**src/rtl/ga_issue_arbiter.sv**
```systemverilog
// ga_issue_arbiter: round-robin sharing of one ga_coprocessor among NumReq requesters,
// one op outstanding, WAIT watchdog. Optional perf counters under macro GA_ARB_PERF_EN.
package ga_pkg;

    localparam logic [3:0] GA_FUNCT_ADD = 4'd0;
    localparam logic [3:0] GA_FUNCT_SUB = 4'd1;
    localparam logic [3:0] GA_FUNCT_MUL = 4'd2;
    localparam logic [3:0] GA_FUNCT_DOT = 4'd3;

    typedef struct packed {
        logic        valid;
        logic [3:0]  funct;
        logic [31:0] op_a;
        logic [31:0] op_b;
    } ga_req_t;

    typedef struct packed {
        logic        valid;
        logic        busy;
        logic        error;
        logic [31:0] result;
    } ga_resp_t;

endpackage

module ga_issue_arbiter
    import ga_pkg::*;
#(
    parameter int NumReq        = 2,
    parameter int TimeoutCycles = 1023
) (
    input  logic                        clk_i,
    input  logic                        rst_ni,
    input  logic [NumReq-1:0]           req_valid_i,
    output logic [NumReq-1:0]           req_ready_o,
    input  ga_req_t [NumReq-1:0]        req_i,
    output logic [NumReq-1:0]           resp_valid_o,
    input  logic [NumReq-1:0]           resp_ready_i,
    output ga_resp_t                    resp_o,
    output ga_req_t                     cop_req_o,
    input  ga_resp_t                    cop_resp_i,
    output logic                        busy_o,
    output logic [$clog2(NumReq)-1:0]   grant_idx_o,
    output logic                        timeout_o,
    output logic [31:0]                 perf_issued_o,
    output logic [15:0]                 perf_timeouts_o
);

    localparam int GW = $clog2(NumReq);
    localparam int TW = $clog2(TimeoutCycles + 1);
    localparam logic [TW-1:0] TimerLast = TW'(TimeoutCycles - 1);
    localparam ga_resp_t TimeoutResp = '{valid: 1'b0, busy: 1'b0, error: 1'b1, result: '0};

    typedef enum logic [1:0] {
        IDLE,
        ISSUE,
        WAIT,
        RESP
    } state_t;

    state_t          state;
    state_t          next_state;
    logic [GW-1:0]   last_grant;
    logic [GW-1:0]   grant_idx;
    logic [GW-1:0]   winner;
    ga_req_t         req_q;
    ga_req_t         req_sel;
    ga_resp_t        resp_q;
    logic [TW-1:0]   timer;
    logic            grant;
    logic            timeout;
    logic            resp_done;

    // First requester at or after last+1, wrapping; returns last when nothing is valid.
    function automatic logic [GW-1:0] pick_next(input logic [NumReq-1:0] valid,
                                                input logic [GW-1:0]     last);
        logic [GW-1:0] pick;
        logic [GW-1:0] pos;
        logic          found;
        pick  = last;
        pos   = '0;
        found = 1'b0;
        for (int i = 1; i <= NumReq; i++) begin
            pos = GW'((int'(last) + i) % NumReq);
            if (!found && valid[pos]) begin
                pick  = pos;
                found = 1'b1;
            end
        end
        return pick;
    endfunction

    always_comb begin
        winner        = pick_next(req_valid_i, last_grant);
        req_sel       = req_i[winner];
        req_sel.valid = 1'b0;
        next_state    = state;
        grant         = 1'b0;
        timeout       = 1'b0;
        resp_done     = 1'b0;
        case (state)
            IDLE: begin
                // rst_ni gate keeps req_ready_o at zero while reset is held
                if (rst_ni && (|req_valid_i) && !cop_resp_i.busy) begin
                    grant      = 1'b1;
                    next_state = ISSUE;
                end
            end
            ISSUE: next_state = WAIT;
            WAIT: begin
                if (cop_resp_i.valid) begin
                    next_state = RESP;
                end else if (timer == TimerLast) begin
                    timeout    = 1'b1;
                    next_state = RESP;
                end
            end
            RESP: begin
                if (resp_ready_i[grant_idx]) begin
                    resp_done  = 1'b1;
                    next_state = IDLE;
                end
            end
            default: next_state = IDLE;
        endcase
    end

    always_ff @(posedge clk_i or negedge rst_ni) begin
        if (!rst_ni) begin
            state      <= IDLE;
            last_grant <= GW'(NumReq - 1);
            grant_idx  <= '0;
            req_q      <= '0;
            resp_q     <= '0;
            timer      <= '0;
        end else begin
            state <= next_state;
            if (grant) begin
                req_q     <= req_sel;
                grant_idx <= winner;
            end
            if (state == ISSUE) begin
                timer <= '0;
            end else if (state == WAIT && !cop_resp_i.valid && timer != '1) begin
                timer <= timer + 1'b1;
            end
            if (state == WAIT) begin
                if (cop_resp_i.valid) begin
                    resp_q <= cop_resp_i;
                end else if (timeout) begin
                    resp_q <= TimeoutResp;
                end
            end
            if (resp_done) begin
                last_grant <= grant_idx;
            end
        end
    end

    always_comb begin
        req_ready_o  = '0;
        resp_valid_o = '0;
        if (grant) begin
            req_ready_o[winner] = 1'b1;
        end
        if (state == RESP) begin
            resp_valid_o[grant_idx] = 1'b1;
        end
        // Payload fields stay on the bus through WAIT; only valid is confined to ISSUE.
        cop_req_o       = req_q;
        cop_req_o.valid = (state == ISSUE);
    end

    assign busy_o      = (state != IDLE);
    assign grant_idx_o = grant_idx;
    assign timeout_o   = timeout;
    assign resp_o      = resp_q;

`ifdef GA_ARB_PERF_EN
    logic [31:0] issued_cnt;
    logic [15:0] timeout_cnt;

    always_ff @(posedge clk_i or negedge rst_ni) begin
        if (!rst_ni) begin
            issued_cnt  <= '0;
            timeout_cnt <= '0;
        end else begin
            if (state == ISSUE && issued_cnt != '1) begin
                issued_cnt <= issued_cnt + 1'b1;
            end
            if (timeout && timeout_cnt != '1) begin
                timeout_cnt <= timeout_cnt + 1'b1;
            end
        end
    end

    assign perf_issued_o   = issued_cnt;
    assign perf_timeouts_o = timeout_cnt;
`else
    assign perf_issued_o   = '0;
    assign perf_timeouts_o = '0;
`endif

endmodule
```
**config.mk**
```make
export PLATFORM = sky130hd
export DESIGN_NAME = ga_issue_arbiter
export DESIGN_NICKNAME = d
export VERILOG_FILES = /design/src/rtl/ga_issue_arbiter.sv
export SDC_FILE = /design/constraint.sdc
export NUM_CORES = 1
export LEC_CHECK = 0
export ABC_AREA = 1
export CAP_MARGIN = 25
export CELL_PAD_IN_SITES_DETAIL_PLACEMENT = 1
export CELL_PAD_IN_SITES_GLOBAL_PLACEMENT = 1
export CORE_MARGIN = 2
export CORE_UTILIZATION = 28
export CTS_BUF_LIST = sky130_fd_sc_hd__clkbuf_8
export DETAILED_ROUTE_END_ITERATION = 8
export PLACE_DENSITY = 0.92
export SYNTH_ARGS = -nofsm -noshare
export SYNTH_HDL_FRONTEND = slang
export SYNTH_SLANG_ARGS = --single-unit
```
**constraint.sdc**
```tcl
create_clock -name clk_i -period 3 [get_ports clk_i]
set_clock_uncertainty 0.15 [all_clocks]
set_input_delay 0.45 -clock clk_i [delete_from_list [all_inputs] [get_ports clk_i]]
set_output_delay 0.45 -clock clk_i [all_outputs]
set_load 0.005 [all_outputs]
```
# After elaboration in Yosys (flattened, before gate mapping)
# Cells that the tools add are included.
# Widths: inputs -> output; s select.
[word_totals]
output_inout_bits = 159
register_bits = 117
elab_cells = 78
[op_classes]
n_lt_le_gt_ge = 6
muxes = 33
n_addsub = 3
n_eq_ne = 8
reduce_logical = 17
[ops]
columns = ["op", "n"]
rows = [
  ["$mux 68", 2],
  ["$mux 35", 2],
  ["$mux 10", 2],
  ["$mux 1", 18],
  ["$mux 2", 6],
  ["$add 10x1->10 const B", 1],
  ["$eq 10x10->1 const B", 1],
  ["$ne 10x10->1 const B", 1],
  ["$lt 1x2->1 const B", 4],
  ["$pmux 2 s4", 1],
  ["$logic_and 1x1->1", 7],
  ["$reduce_bool 2->1", 3],
  ["$eq 2x2->1 const B", 2],
  ["$ne 2x2->1 const B", 2],
  ["$logic_not 1->1", 3],
  ["$ne 3x3->1 const B", 1],
  ["$reduce_and 3->1", 1],
  ["$add 1x1->1 const B", 2],
  ["$demux 1 s1", 2],
  ["$eq 2x1->1 const B", 1],
  ["$ge 1x1->1 const B", 2],
  ["$logic_not 2->1", 1],
  ["$reduce_and 2->1", 1],
  ["$reduce_or 2->1", 1],
]

# Longest topological paths before layout
# Gate-level depths: netlist (run 1).
[depth]
ltp_word = 12
ltp_mapped = 11

# Worst setup path before layout (run 1)
# No wires, ideal clock.
[synth_path]
path_kind = "register -> output"
startpoint = "register state[0]"
endpoint = "output port req_ready_o[0]"
path_stages_with_launch = 6
arrival_ns = 1.274
path_buffers = 1
slack_ns = 1.126
cell_sequence = "dfrtp_1 inv_1 ha_1 o211ai_2 nor2_1 buf_2"
[synth_between]
elab_chain_len = 3
[synth_rtl]
columns = ["element", "line_no", "source"]
rows = [
  ["from (decl)", "61", "state_t state;"],
  ["from (signal assigned)", "137", "state <= next_state;"],
  ["$logic_not 2->1", "101", "case (state)"],
  ["$mux 1", "101", ""],
  ["$mux 2", "163", "if (grant) begin"],
  ["to (decl)", "35", "output logic [NumReq-1:0] req_ready_o,"],
]
# Every way passes these cells.

# Final worst setup path (run 1)
[layout_path]
startpoint = "register timer[0]"
endpoint = "output port timeout_o"
[layout_between]
elab_chain_len = 4
[layout_rtl]
columns = ["element", "line_no", "source"]
rows = [
  ["from (decl)", "69", "logic [TW-1:0] timer;"],
  ["from (signal assigned)", "145", "timer <= timer + 1'b1;"],
  ["$eq 10x10->1", "113", "end else if (timer == TimerLast) begin"],
  ["$mux 1", "113", ""],
  ["$mux 1", "111", "if (cop_resp_i.valid) begin"],
  ["$mux 1", "101", ""],
  ["to (decl)", "44", "output logic timeout_o,"],
]
# Every way passes these cells.

==> results summary, run 1 <==
The flow ran to the end, and the final reports show no timing, DRC or antenna violations. Data on the critical path arrives at its endpoint at 2.22 ns. During synthesis, Yosys emitted a total of 0 warnings. 0 antenna diodes ended up in the layout.

The total wire length came out at 20,700 um. STA classifies the critical path startpoint as a flop. The post-cts repair resize count came out at 0.

The most common cell after layout, fill and taps aside is nand2_1. Setup violations remaining at the end of the flow were counted as 0. The number of buffers and inverters on the critical path is 3.

Summed over all failing endpoints, the final setup total negative slack is 0 ns. The pin count of the biggest net entering global routing is 70. For this design the static power due to leakage is 4.19 nW. TritonCTS built the clock tree. The fraction of registers with async set or reset after synthesis came out at 100%. The met2 layer usage reported by global route came out at 35.7%. The detailed-route via count came out at 5,665.

Counting every sink on the clock net gives 117. Yosys mapped the design onto 24 distinct sky130hd cell types. After synthesis the netlist holds a flip-flop and latch count of 117. Setup slack on the worst reg-to-reg path comes out at 0.68 ns.

At the worst endpoint, the required time is 2.40 ns. The maximum fanout along the worst path came out at 5. The startpoint identified for the worst register-to-register timing path is state[0]. The average cell area after synthesis is 8.00 um^2. The cell family contributing the most delay on the critical path is buffers and inverters. The routed design could run at a clock period as short as 2.82 ns. The critical path class is reg2out. The core outline area is 19,500 um^2. 338 I/O pins were placed. In this run the tightest slew margin relative to its limit is 44.8%. The worst register-to-register path has a depth of 7.

The synthesis-to-finish area growth came out at 60.9%. The violation count after the first detailed-route iteration is 148. Registers are responsible for 36.0% of the overall power. Net switching is 32.7% of the power. The worst ir drop on vdd is 0.312 mV. The mapped netlist covers 5590 um^2.

The starting density of the core is 28.6%. The worst setup path startpoint is timer[0]. The placement row count came out at 51. The number of pins exceeding their max-slew limit in the final report came out at 0. The congestion estimate from routability-driven global placement came to 0.769. The met3 capacity usage during global routing is 6.19%.

In this run, post-CTS hold repair placed 0 buffers. The first-pass iteration count of the detailed router is 4. The synthesized design contains 0 enable-type register cells. The number of nets in the layout is 1,163. For met1 alone, demand over resource in global routing was 22.0%.

The part of the power in combinational logic came out at 41.7%. The total count of hold-check failures in the final report is 0. In the global route stage, overall resource usage came out at 19.7%.

STA classifies the critical path endpoint as an output pin. The library cell contributing the largest single delay on the critical path is clkdlybuf4s50_1. The H-tree was split into 4 levels. The count of nets left with antenna violations once routing finished came out at 0.

The endpoint of the most critical register-to-register path is cop_req_o[8]. In the final layout, the share of cells above drive strength 1 is 4.45%. The final non-filler cell area is 8990 um^2. The number of buffers created by CTS came out at 17. Clock-pin slew was measured on the worst setup and hold paths at 0.07 ns. The share of the yosys chip area belonging to registers came out at 52.4%. The vertical extent of the die is 145 um. In this run the tool buffered the top-level ports with 287 buffer cells. The post-synthesis instance total came out at 698. Leaving out fill and tap cells, the most frequent cells in the layout are 315 x nand2_1, 286 x clkdlybuf4s50_1, 116 x dfrtp_1, 114 x nand3_1, 48 x conb_1.

The share of the clock period used by the worst path is 93.9%. The horizontal die dimension came out at 145 um. The wire length per cell after detailed routing is 16.5 um.

The switching component of the power is 2.47 mW. The number of standard cells in the final layout excluding fillers came out at 1,254. In this run, the clock network consumes 22.3% of the power.

The most used flip-flop cell after synthesis is dfrtp_1. The later-pin clock latency in the skew report came out at 0.42 ns. The placement-stage cell area came out at 8540 um^2. Among the stages of the critical path, the cell type that occurs most often is inv_1.

The maximum frequency from static timing analysis came out at 355 MHz. The largest single stage delay on the critical path is 0.56 ns. Setup repair after global routing left no endpoint under its margin. The wire length of the first global-routing pass is 32,900 um. The number of global-route vias before repair was 6,154. Using the TritonRoute via totals, the vias-per-cell ratio works out to 4.52. The tool flagged a number of max-cap violations equal to 0. The cell internal power dissipation came out at 5.08 mW.

Including well taps, the total number of placed cells is 1,224. The worst-margin pin slew is 0.828 ns. The buffer cell driving the clock tree root is clkbuf_8. The post-CTS repair timing setup buffer count is 0. The number of antenna violations at the first check in global routing is 0.

The remaining global-route overflow came out at 0. The HPWL after detailed placement is 15,400 um. The critical path goes through inv_1 > ha_1 > inv_1 > nor2_1 > nand3_1 > nor3_1 > clkdlybuf4s50_1.

The global routing stage identified its most utilized layer as met2. The floorplan step defined a die boundary enclosing 21,100 um^2. The total power per unit cell area came out at 839 nW/um^2. For this run, design rule violations remaining after detail routing come to 0. The min-delay analysis places its worst path in the category in2async. In this run the deepest clock path goes through 2 buffers.
area by class of cell:
class                      count  area (um^2)
timing repair buffer         295         2940
multi-input combinational    524         2250
inverter                      23         86.3
clock buffer                  19          262
fill                        2337        10500
sequential                   117         2930
tap                          265          332
clock inverter                11          183
cells by family after synthesis:
kind of cell               synth area share [%]
buffers and inverters                      10.8
and+or+nand+nor                            33.5
adders and majority gates                  1.34
AOI/OAI and AO/OA                          1.43
xor gates and xnor gates                  0.470
DFF                                        52.4
other                                    0.0671
synthesized netlist by cell type (all sizes together), types with 2 or more instances:
| library cell | count | share of area (%) |
|---|---|---|
| nor2 | 15 | 1.0 |
| ha | 6 | 1.3 |
| nand4 | 5 | 0.56 |
| xor2 | 3 | 0.47 |
| inv | 22 | 1.5 |
| dfrtp | 116 | 52 |
| buf | 68 | 8.4 |
| a21oi | 2 | 0.18 |
| nand3 | 114 | 10 |
| o21ai | 10 | 0.90 |
| nand2 | 316 | 21 |
| clkbuf | 13 | 0.87 |
power by group through the flow:
stage | sequential, mW | clock [mW] | combinational (mW)
global placement | 2.69 | 0 | 3.06
CTS | 2.72 | 1.73 | 3.21
detailed placement | 2.73 | 0 | 3.19
global route | 2.81 | 1.80 | 3.47
floorplan | 2.72 | 0 | 1.13
finish | 2.72 | 1.68 | 3.14
through the flow:
stage | setup slack [ns] | total power [mW] | hold slack (ns) | utilization [%]
after floorplan | 1.13 | 3.85 | 0.00441 | -
after global placement | 0.289 | 5.75 | 0.303 | 43.8
after detailed placement | 0.191 | 5.93 | 0.310 | 43.8
after CTS | 0.142 | 7.67 | 0.0614 | 46.0
after global routing | 0.0457 | 8.08 | 0.0896 | 46.0
final | 0.182 | 7.54 | 0.0658 | 46.0
worst register-to-register path, stage by stage, from the launching register on:
cell and delay [ns]:
dfrtp_1 0.42, inv_1 0.10, ha_1 0.29, inv_1 0.14, nor3b_4 0.23, buf_4 0.59, nand2_1 0.25, nand3_1 0.11
state kept, by name (all words and copies together), names as in the netlist:
name and count:
cop_req_o 68, resp_o 35, timer 10, state 2, grant_idx_o 1, last_grant 1
worst max-delay path by stage:
stage / end / slack (ns) / cells after the start
after CTS: timeout_o / 0.14 / 7
final: timeout_o / 0.18 / 7
after global placement: req_ready_o[1] / 0.29 / 5
after global routing: timeout_o / 0.05 / 7
after floorplan: req_ready_o[0] / 1.13 / 5
after detailed placement: cop_req_o[24] / 0.19 / 7
metal layers:
metal / part of all wire [%] / vias to the layer above
met5: 0 / -
met2: 52 / 220
met3: 7.1 / 21
li1: - / 2664
met4: 1.5 / 0
met1: 39 / 2760
No activity file was read; power rests on OpenSTA's default activity.
==> run 2, diff against run 1 <==
--- a/config.mk
+++ b/config.mk
@@ -8,12 +8,13 @@
 export ABC_AREA = 1
 export CAP_MARGIN = 25
 export CELL_PAD_IN_SITES_DETAIL_PLACEMENT = 1
-export CELL_PAD_IN_SITES_GLOBAL_PLACEMENT = 1
+export CELL_PAD_IN_SITES_GLOBAL_PLACEMENT = 2
 export CORE_MARGIN = 2
-export CORE_UTILIZATION = 28
+export CORE_UTILIZATION = 21
 export CTS_BUF_LIST = sky130_fd_sc_hd__clkbuf_8
 export DETAILED_ROUTE_END_ITERATION = 8
-export PLACE_DENSITY = 0.92
+export PLACE_DENSITY = 0.91
+export SLEW_MARGIN = 10
 export SYNTH_ARGS = -nofsm -noshare
 export SYNTH_HDL_FRONTEND = slang
 export SYNTH_SLANG_ARGS = --single-unit
==> run 2 against run 1 <==
Non-clock buffer count rose by 1. Routed wire length fell by 2.0%. Combinational power barely moved. Utilization fell by 11 points. Sequential power barely moved. Total power fell by 1.2%. Fmax fell by 1.2%. Clock power barely moved. Hold slack improved by 0.25 ns. Worst setup slack got worse by 0.035 ns. Largest cell class unchanged. Highest routed layer unchanged.
==> results summary, run 2 (synthesis results as in run 1) <==
At the end of the flow the core is filled with cells to 34.9%. The max capacitance violation total came out at 0. The static leakage power is 4.19 nW. The number of pins exceeding their max-slew limit in the final report is 0. The most common cell after layout, fill and taps aside is nand2_1. In this run the count of I/O pins placed on the die edge is 338. STA classifies the critical path endpoint as an output pin.

The fraction of layout cells with a size suffix above 1 is 4.84%. The first-pass iteration count of the detailed router came out at 4. The floorplan step defined a core boundary enclosing 26,100 um^2. The total count of hold-check failures in the final report came out at 0. Setup violations remaining at the end of the flow were counted as 0. The violation count after the first detailed-route iteration came out at 308. The number of nets in the layout is 1,164. The critical path class is in2out. The final critical-path setup slack came out at 0.147 ns. The worst endpoint required time is 2.40 ns. The sequential cell fraction of total power is 36.1%. In this run the tightest slew margin relative to its limit is 45.7%. In this run the worst hold path is classified as reg2reg. Entering global routing, the biggest net connects 70 pins. The number of antenna-violating nets in the routed design is 0. The end point of the most critical hold path is resp_o[24].

The clock passes through at most 2 buffers. The hold path startpoint is resp_o[24]. For the pin with the worst max-slew slack, the measured transition is 0.814 ns.

The H-tree level count is 4. In this run the critical register-to-register path is captured at cop_req_o[59]. The setup slack on the worst flop-to-flop path is 0.68 ns. The floorplan step defined a die boundary enclosing 27,900 um^2. The final routed DRC violation total came out at 0. Once the floorplan was initialized, standard cells occupied 21.4% of the core. The depth of the worst register-to-register path came out at 7. The wire length per cell after detailed routing came out at 15.3 um. The remaining global-route overflow is 0. The data arrival time of the worst path is 2.25 ns.

The proportion of power drawn by the clock network is 22.1%. At the placement stage, the worst setup path has a slack of 0.195 ns. The first global-routing pass estimated 32,000 um of wire.

The flip-flop count of the largest register after layout came out at 68. Measured along the y axis, the die boundary spans 167 um. The post-CTS repair timing setup buffer count came out at 0. The total wire length is 20,300 um. The part of the power in combinational logic is 41.8%. The post-CTS clock slew at the launch and capture registers of the worst setup and hold paths came out at 0.08 ns.

The synthesis-to-finish area growth is 62.9%. Port buffering added 287 buffers. The final RePlAce weighted congestion came out at 0.748. The repair_antennas step left the layout with diodes totalling 0. VDD sags by at most 0.319 mV. The maximum fanout along the worst path came out at 2. The number of antenna violations at the first check in global routing came out at 0.

Setup repair after global routing left no endpoint under its margin. The worst register-to-register path begins at state[0]. The placement row count came out at 59. Internal power comes to 4.93 mW. The number of buffers created by CTS came out at 17.

The count of clock tree sinks is 117. The flow ran to the end, and the final reports show no timing, DRC or antenna violations. The maximum frequency from static timing analysis came out at 351 MHz.

The buffer cell driving the clock tree root is clkbuf_8. Measured along the x axis, the die boundary spans 167 um. The via density per instance came out at 4.19.

The summed negative setup slack over all endpoints came out at 0 ns. The later-pin clock latency in the skew report is 0.43 ns. The HPWL after detailed placement came out at 14,700 um. In the layout the commonest cells are 315 x nand2_1, 286 x clkdlybuf4s50_1, 116 x dfrtp_1, 114 x nand3_1, 48 x conb_1. The total power per unit cell area came out at 819 nW/um^2. TritonCTS built the clock tree. The number of global-route vias before repair came to 5,875.

The switching share of power is 33.9%. The detailed-route via count came out at 5,566. The shortest clock period the worst path allows after layout is 2.85 ns. The share of the clock period used by the worst path is 95.1%. The aggregate global-route resource usage came out at 14.4%. Along the worst hold path, the cell count comes to 2. Summed over all nets, the switching power comes to 2.52 mW. The worst setup path is launched from an input port.
==> run 2: changes by cell type in the layout (fill, tap and decap cells not counted), sizes merged <==
cell,delta
bufinv,-2
clkbuf,-1
clkinv,-1
dlygate4sd3,+1
inv,+6
==> run 2: worst max-delay path by stage <==
stage / slack [ns] / start / end
finish: 0.15 / rst_ni / req_ready_o[1]
CTS: 0.03 / rst_ni / req_ready_o[1]
global route: 0.04 / timer[0] / timeout_o
detailed placement: 0.20 / cop_resp_i[33] / cop_req_o[59]
floorplan: 1.13 / state[0] / req_ready_o[0]
global placement: 0.24 / req_valid_i[1] / req_ready_o[1]
==> run 2: power groups by stage <==
stage	Combinational [mW]	Sequential, mW	Clock, mW
after floorplan	1.13	2.72	0
after global placement	3.11	2.68	0
after detailed placement	3.18	2.72	0
after CTS	3.20	2.70	1.72
after global routing	3.46	2.80	1.79
final	3.11	2.69	1.65
==> run 2: layout make-up <==
class / count / area (um^2)
Fill cell: 3144 / 17000
Timing Repair Buffer: 296 / 2970
Sequential cell: 117 / 2930
Multi-Input combinational cell: 524 / 2260
Tap cell: 335 / 419
Clock buffer: 18 / 248
Clock inverter: 14 / 189
Inverter: 23 / 86.3
==> run 2: through the flow <==
step	power, mW	hold WS (ns)	cells	cell area [um^2]
final	7.45	0.319	1327	9100
after global routing	8.04	0.354	1327	9100
after CTS	7.62	0.327	1326	9070
after detailed placement	5.90	0.307	1293	8620
after global placement	5.80	0.303	1293	8620
after floorplan	3.85	0.00441	745	5760
==> run 2: repair_timing <==
item | 4_1_cts | 5_1_grt
hold endpoints to repair | 23 | 0
setup endpoints to repair | 0 | 1
hold buffers | 1 | 0
gates resized for setup | 0 | 1
==> run 2: metal layers <==
layer	global-route usage [%]	part of all wire [%]	up-vias	wire length (um)
met5	0	0	-	0
met4	4.01	1.2	0	236
met3	5.29	8.6	11	1760
met2	24.8	49	220	9940
met1	17.0	41	2672	8360
li1	-	-	2663	-
==> run 2: worst max-delay path: stages <==
cell	delay, ns
dlygate4sd3_1	0.55
buf_4	0.11
inv_1	0.04
nor2_2	0.15
o21ai_1	0.17
nor3b_4	0.22
clkdlybuf4s50_1	0.55
==> run 3, diff against run 2 <==
--- a/config.mk
+++ b/config.mk
@@ -11,7 +11,7 @@
 export CELL_PAD_IN_SITES_GLOBAL_PLACEMENT = 2
 export CORE_MARGIN = 2
 export CORE_UTILIZATION = 21
-export CTS_BUF_LIST = sky130_fd_sc_hd__clkbuf_8
+export CTS_BUF_LIST = sky130_fd_sc_hd__clkbuf_16
 export DETAILED_ROUTE_END_ITERATION = 8
 export PLACE_DENSITY = 0.91
 export SLEW_MARGIN = 10
==> run 3 against run 2 <==
Worst setup slack improved by 0.072 ns. Die area did not move. Utilization rose by 0.65 points. Non-clock buffer count fell by 1. Critical endpoint unchanged. Sequential cell count did not move. Highest routed layer unchanged. Sequential share of layout area fell by 0.59 points.
==> results summary, run 3 (synthesis results as in run 1) <==
The count of clock tree sinks is 117. The worst endpoint required time came out at 2.40 ns. The endpoint type of the worst setup path is an output pin.

Setup repair after global routing left no endpoint under its margin. The post-route met1 wirelength is 8420 um. For this run, the number of standard cells in the final layout without fillers is 1,326. The maximum frequency from static timing analysis is 360 MHz.

The total power per unit cell area came out at 861 nW/um^2. The number of nets in the layout came out at 1,163. The uppermost metal layer occupied by signal nets is met4. The number of port buffers is 287.

The number of global-route vias before repair is 5,900. The number of pins exceeding their max-slew limit in the final report came out at 0. For this block, the initial DRC count from the detailed router was 276. The clock tree buffer depth is 2. The post-CTS repair timing setup buffer count came out at 0. The startpoint type of the worst setup path is an input port.

The number of antenna violations at the first check in global routing was 0. The synthesis-to-finish area growth came out at 65.9%. The H-tree level count is 4. The aggregate global-route resource usage came out at 14.5%. The filler cells instantiated in the layout total 3,121.

The placement row count is 59. The register with the most flip-flops in the layout has 68 of them. The data arrival time of the worst path came out at 2.18 ns. The tightest min-delay check is of the in2async type. Routability-driven placement finished with a final weighted congestion of 0.748. The post-placement worst setup slack came out at 0.195 ns.

The routed design uses 10,000 um of met2 wire. The total count of hold-check failures in the final report came out at 0. Wire segments on met3 add up to 1750 um in the final route. The fraction of layout cells with a size suffix above 1 came out at 4.64%. The final routed DRC violation total came out at 0. Summed over all failing endpoints, the final setup total negative slack is 0 ns. In this run, post-CTS repair resized a total of 0 instances. The number of clock buffers added by TritonCTS is 17. The wire length per cell after detailed routing came out at 15.4 um.

The worst ir drop on vdd is 0.333 mV. In the layout the commonest cells are 315 x nand2_1, 286 x clkdlybuf4s50_1, 116 x dfrtp_1, 114 x nand3_1, 48 x conb_1. The relative slew slack came out at 45.2%. The number of inserted diodes came out at 0.

The run finished with clean final reports. The worst-margin pin slew is 0.823 ns. Hold timing on the final database bottoms out at a slack of 0.0201 ns. The share of the clock period used by the worst path is 92.7%. The clock period could shrink to 2.78 ns. The total die area came out at 27,900 um^2.

The first-pass iteration count of the detailed router is 4. The design draws 7.99 mW. Of all nets on the critical path, the largest fanout is 3.

The horizontal die dimension came out at 167 um. Entering global routing, the biggest net connects 70 pins. From bottom edge to top edge, the die measures 167 um. 338 I/O pins were placed.

The starting density of the core is 21.4%. TritonCTS built the clock tree. The number of endpoints failing setup at the final stage came out at 0.

The static leakage power came out at 4.27 nW. The count of placed standard cells including taps came out at 1,293. The total wire length is 20,400 um.

The library cell used most frequently in the layout, excluding fill and tap cells, is nand2_1. The buffer cell driving the clock tree root is clkbuf_16. The wire length of the first global-routing pass came out at 32,200 um. Buffers inserted to repair hold after CTS numbered 0.

The later-pin clock latency in the skew report is 0.40 ns. The detailed-route via count is 5,579. The remaining global-route overflow came out at 0. The post-CTS clock slew at the launch and capture registers of the worst setup and hold paths came out at 0.06 ns. The max capacitance violation total came out at 0. The core outline area came out at 26,100 um^2. The number of antenna-violating nets in the routed design is 0. The HPWL after detailed placement is 14,700 um. The critical path class is in2out. The final critical-path setup slack is 0.220 ns. The via density per instance is 4.21.
## run 3: changes by cell type in the layout (fill, tap and decap cells not counted), sizes merged
cell,previous run,this run
clkinv,5,6
clkbuf,18,17
dlygate4sd3,1,0
## run 3: through the flow
stage | utilization, % | area (um^2)
floorplan | - | 5760
global placement | 33.1 | 8620
detailed placement | 33.1 | 8620
CTS | 35.5 | 9240
global route | 35.6 | 9270
finish | 35.6 | 9270
## run 3: cell type report
class | count | area, um^2 | area share (%)
well taps | 335 | 419 | 4.52
clock inverters | 15 | 193 | 2.08
inverters | 23 | 86.3 | 0.931
clock buffers | 17 | 425 | 4.59
multi-input cells | 524 | 2250 | 24.3
repair buffers | 295 | 2960 | 32.0
flip-flops and latches | 117 | 2930 | 31.6
## run 3: final timing paths
path | start | to | slack (ns) | depth (start not counted)
worst max register to register | state[1] | cop_req_o[57] | 0.68 | 7
worst max-delay path | req_valid_i[1] | req_ready_o[1] | 0.22 | 5
worst min-delay path | rst_ni | timer[3] | 0.02 | 2
min in group clk_i | resp_o[24] | resp_o[24] | 0.32 | 2
max in group asynchronous | rst_ni | cop_req_o[49] | 1.63 | 4
worst min register to register | resp_o[24] | resp_o[24] | 0.32 | 2
## run 3: power by group
group	total, mW	leakage (nW)	switching [mW]	internal [mW]
sequential	2.70	1.47	0.420	2.28
combinational	3.12	2.49	1.34	1.78
clock	2.17	0.303	0.835	1.33
## run 3: routing by layer
layer  up-vias  track usage [%]
met4         0             3.60
met2       213             24.8
met1      2689             17.1
met5         -                0
li1       2663                -
met3        14             5.63
## run 3: worst max-delay path, stage by stage
cell and delay, ns:
clkdlybuf4s50_1 0.57, nor2_1 0.08, a21oi_1 0.27, nor3b_4 0.26
clkdlybuf4s50_1 0.55
